<file path="src/rtl/rf_scoreboard.sv">
//==============================================================================
// Module      : rf_scoreboard
// Description : 2R/1W register file with a per-register busy scoreboard,
//               read-hazard stall and pending-writes counter. Define
//               RF_BYPASS_EN to forward same-cycle writeback data to reads.
// Revision    : 1.0 - initial release
//==============================================================================
`default_nettype none

module rf_scoreboard #(
    parameter int DATA_W   = 32,
    parameter int ADDR_W   = 5,
    parameter int ZERO_REG = 1
) (
    input  logic              clk,
    input  logic              rst,
    input  logic [ADDR_W-1:0] rR1,
    input  logic [ADDR_W-1:0] rR2,
    input  logic              re1,
    input  logic              re2,
    output logic [DATA_W-1:0] rD1,
    output logic [DATA_W-1:0] rD2,
    output logic              rbusy1,
    output logic              rbusy2,
    output logic              stall,
    input  logic [ADDR_W-1:0] wR,
    input  logic              we,
    input  logic [DATA_W-1:0] wD,
    input  logic              rsv_en,
    input  logic [ADDR_W-1:0] rsv_addr,
    input  logic              flush,
    output logic [ADDR_W:0]   pend_cnt
);

    localparam int DEPTH = 2 ** ADDR_W;

    logic [DATA_W-1:0] r_data [DEPTH];
    logic [DEPTH-1:0]  r_busy;
    logic [DEPTH-1:0]  w_busy_nxt;
    logic [ADDR_W:0]   r_pend_cnt;
    logic [ADDR_W:0]   w_pend_nxt;
    logic              w_wr_ok;
    logic              w_rsv_ok;

    assign w_wr_ok  = we     && !((ZERO_REG != 0) && (wR == '0));
    assign w_rsv_ok = rsv_en && !((ZERO_REG != 0) && (rsv_addr == '0));

    // Priority: flush, then writeback release, then reservation.
    always_comb begin
        w_busy_nxt = flush ? '0 : r_busy;
        if (w_wr_ok) begin
            w_busy_nxt[wR] = 1'b0;
        end
        if (w_rsv_ok) begin
            w_busy_nxt[rsv_addr] = 1'b1;
        end
    end

    always_comb begin
        w_pend_nxt = '0;
        for (int i = 0; i < DEPTH; i++) begin
            w_pend_nxt = w_pend_nxt + {{ADDR_W{1'b0}}, w_busy_nxt[i]};
        end
    end

    always_ff @(posedge clk or posedge rst) begin
        if (rst) begin
            r_busy     <= '0;
            r_pend_cnt <= '0;
        end else begin
            r_busy     <= w_busy_nxt;
            r_pend_cnt <= w_pend_nxt;
        end
    end

    always_ff @(posedge clk or posedge rst) begin
        if (rst) begin
            for (int i = 0; i < DEPTH; i++) begin
                r_data[i] <= '0;
            end
        end else if (w_wr_ok) begin
            r_data[wR] <= wD;
        end
    end

    logic [1:0][ADDR_W-1:0] w_ra;
    logic [1:0][DATA_W-1:0] w_rd;
    logic [1:0]             w_rb;

    assign w_ra = {rR2, rR1};

    generate
        for (genvar p = 0; p < 2; p++) begin : g_rport
            logic w_zero;
            logic w_fwd;

            assign w_zero = (ZERO_REG != 0) && (w_ra[p] == '0);
`ifdef RF_BYPASS_EN
            // A same-cycle reservation of the read register suppresses forwarding.
            assign w_fwd = w_wr_ok && !rst && (wR == w_ra[p]) &&
                           !(rsv_en && (rsv_addr == w_ra[p]));
`else
            assign w_fwd = 1'b0;
`endif
            assign w_rd[p] = (w_zero || rst) ? '0 : (w_fwd ? wD : r_data[w_ra[p]]);
            assign w_rb[p] = (w_zero || rst || w_fwd) ? 1'b0 : r_busy[w_ra[p]];
        end
    endgenerate

    assign rD1      = w_rd[0];
    assign rD2      = w_rd[1];
    assign rbusy1   = w_rb[0];
    assign rbusy2   = w_rb[1];
    assign stall    = (w_rb[0] & re1) | (w_rb[1] & re2);
    assign pend_cnt = r_pend_cnt;

endmodule

`default_nettype wire
</file>
<file path="config.mk">
export PLATFORM = sky130hd
export DESIGN_NAME = rf_scoreboard
export DESIGN_NICKNAME = d
export VERILOG_FILES = /design/src/rtl/rf_scoreboard.sv
export SDC_FILE = /design/constraint.sdc
export NUM_CORES = 2
export LEC_CHECK = 0
export BUFFER_PORTS_ARGS = -buffer_cell sky130_fd_sc_hd__buf_4
export CORE_MARGIN = 2
export CORE_UTILIZATION = 35
export CTS_BUF_LIST = sky130_fd_sc_hd__clkbuf_4
export CTS_CLUSTER_DIAMETER = 80
export DETAILED_ROUTE_END_ITERATION = 10
export GPL_ROUTABILITY_DRIVEN = 0
export GPL_TIMING_DRIVEN = 0
export MAX_ROUTING_LAYER = met4
export PLACE_DENSITY = 0.52
export SETUP_SLACK_MARGIN = 0.02
export SYNTH_ARGS = -nofsm -noshare
export SYNTH_HDL_FRONTEND = slang
export SYNTH_SLANG_ARGS = --single-unit
</file>
<file path="constraint.sdc">
create_clock -name clk -period 31.3 [get_ports clk]
set_input_delay 1.565 -clock clk [delete_from_list [all_inputs] [get_ports clk]]
set_output_delay 1.565 -clock clk [all_outputs]
set_load 0.05 [all_outputs]
</file>
==> impl_metrics.tcl <==
set metrics [dict create \
    outcome "finished, violations left" \
    violations "capacitance limit, slew limit" \
    finalWorstSetupSlack_ns 23.49 \
    vias_per_cell 6.18 \
    maxSlewHeadroom_pct -7.62 \
    synth.most_common_cell "dfrtp_1" \
    grt_antenna_before_repair 17 \
    yosys.cell_types.count 50 \
    synth.cell_area_mm2 0.0574 \
    drc_errors 0 \
    path_class "in2out" \
    die_x_um 409 \
    grt_use_met1_pct 40.4 \
    placed_cells 6361 \
    insertion_delay_ns 1.32 \
    vias 42544 \
    multi_input_area_mm2 0.0286 \
    regArea_mm2 0.0266 \
    final-hold-violation-count 0 \
    finalSetupViolCount 0 \
    min_period_ns 7.81 \
    r2r-start "r_busy[13]" \
    post_cts_resized 0 \
    crit_path_end "rD2[31]" \
    synth_top_area_share_pct 46.3 \
    grt-ovfl-total 0 \
    syn_area_per_cell_um2 14.2 \
    area_delta_synth_final_pct 14.1 \
    reg2reg_depth 17 \
    cts_htree_levels 5 \
    design_area_mm2 0.0654 \
    rr_endpoint "pend_cnt[4]" \
    rsz0062_at_grt "no" \
    async_flop_share_pct 100 \
    powerDensity_mw_per_mm2 62.7 \
    ctsHoldBuffers 0 \
    yosysTopAreaCell "dfrtp_1" \
    post_cts.repair.setup_buffers 0 \
    numPortBuffers 121 \
    dieArea_mm2 0.167 \
    wirelength_um 252000 \
    dp_slack_ns 22.57 \
    dr.pass1.iters 6 \
    startpoint_type "primary input" \
    crit_arrival_ns 6.25 \
    seq_area_frac_synth_pct 46.3 \
    crit_start "rR2[0]" \
    rows 148 \
    grt_pass1_vias 41935 \
    nNetsFinal 4601 \
    reg2reg_slack_ns 25.94 \
    start_util_pct 35.2 \
    netlist_instances 4031 \
    hold_ws_ns 0.481 \
    netlist_top_cells_count "1062 x dfrtp_1, 1022 x mux2_2, 373 x mux4_2" \
    leakage_uw 0.0288 \
    wire_per_inst_um 36.6 \
    detail-route-antenna-nets 0 \
    synth-seq-cells 1062 \
    cts_tree "yes" \
    slowest_delay_ns 1.26 \
    fmax_ghz 0.128 \
    crit_fanout 11 \
    busiest_layer "met2" \
    fin_skew_ns 0.0523 \
    grt_use_met2_pct 44.4 \
    drive_above_1_share_pct 46.3 \
    instances_no_fill 6884 \
    hp-class "reg2reg" \
    place_area_mm2 0.0617 \
    root_buffer "clkbuf_4" \
    endpoint_kind "primary output" \
    cts_sinks 1062 \
    ios 132 \
    fillers 15536 \
    maxCapViolCount 6 \
    clk_pin_slew_worst_paths_ns 0.06 \
    timing.final.crit_share_pct 25.0 \
    grt_first_pass_wirelength_um 344000 \
    finalCoreUtilization_pct 40.2 \
    finalMaxSlewViolations 61 \
    cts_made_buffers 322 \
    grt_max_degree 42 \
    yosysWarnings 0 \
    core_mm2 0.163 \
    path_depth 8 \
    use_met3_pct 7.48 \
    critical_path.most_common_cell "buf_2" \
    worst-path-buf-inv 5 \
    track_usage_pct 30.6 \
    synthTopCellsByArea "dfrtp_1 46%, mux2_2 20%, mux4_2 15%" \
    drt_iter0_markers 5184 \
    synth_edf_count 0 \
    vdd_drop_max_v 0.0000295 \
    die_h_um 409 \
    dominantRegCellSynth "dfrtp_1" \
    path_cells "buf_2 > buf_2 > buf_2 > nor3_1 > a21oi_1 > clkbuf_1 > o21a_1 > buf_4" \
    tightest_slew_ns 1.61 \
    clockBufferDepth 4 \
    cp_slowest_cell "a21oi_1" \
    hpwl_um 186000 \
    synth_nets 4121 \
    required_ns 29.74 \
    crit_family "buffers and inverters" \
]
-- per-stage QoR --
stage               total power [uW]  TNS (ns)
finish                          4100         0
global route                    4270         0
CTS                             4090         0
detailed placement              2760         0
global placement                2730   -210.26
floorplan                       2420         0
-- cells in the final DEF (no fill, tap or decap), types with 7 or more instances in the layout --
master    instances
nand3_1          22
a221oi_1         32
mux4_2          373
nor2_1           27
buf_12           30
diode_2          16
buf_1            44
o21a_1           46
a21oi_1          81
ha_1              7
dfrtp_1        1062
o21ai_0          13
nand3b_1         10
fa_1             24
o22ai_1          85
mux2_1           17
o221ai_1        153
a211o_1          14
clkbuf_1        264
o32ai_1          13
buf_4           149
a211oi_1          9
clkinv_1         39
inv_1            56
mux2_2         1022
mux2i_1         351
nor3_1           90
clkbuf_4        460
nand2_1          23
buf_2           111
-- cell families after synthesis --
family                   after synthesis  synth area share (%)
AO/OA/AOI/OAI                        455                  5.84
XOR/XNOR                               3                0.0458
adder cells (fa/ha/maj)               31                 0.990
buffers and inverters                514                  3.83
flip-flops                          1062                  46.3
multiplexers                        1763                  41.2
AND/OR/NAND/NOR                      203                  1.81
-- final cells by class --
cell class | count | share of cell area [%]
antenna | 16 | 0.0612
buffer | 454 | 3.03
clock buffer | 460 | 5.28
clock inverter | 46 | 0.388
inverter | 60 | 0.350
multi-input combinational | 2455 | 43.7
sequential | 1062 | 40.6
tap | 2175 | 4.16
timing repair buffer | 156 | 2.41
-- flip-flops by register name, summed over array words and instances, names as in the netlist --
signal    flops
pend_cnt      6
r_busy       32
r_data     1024
-- routing by layer --
metal  share of wire, %  routed length, um
met5                  0                  0
met2                 45             112000
met4                4.8              12000
met1                 42             105000
met3                9.1              22900
-- power by group --
group	internal, uW	leakage, uW	switching (uW)
sequential	1630	0.0137	189
clock	688	0.00224	648
combinational	469	0.0128	484
-- how the worst min path moves through the flow --
stage / start / end / slack, ns / cells after the start
after floorplan: r_data[1003] / r_data[1003] / 0.45 / 1
after global placement: r_data[1016] / r_data[1016] / 0.46 / 1
after detailed placement: r_data[1018] / r_data[1018] / 0.47 / 1
after CTS: rst / r_data[151] / 0.40 / 2
after global routing: wD[15] / r_data[399] / 0.46 / 2
final: r_data[995] / r_data[995] / 0.48 / 1
No activity file was read; power rests on OpenSTA's default activity.
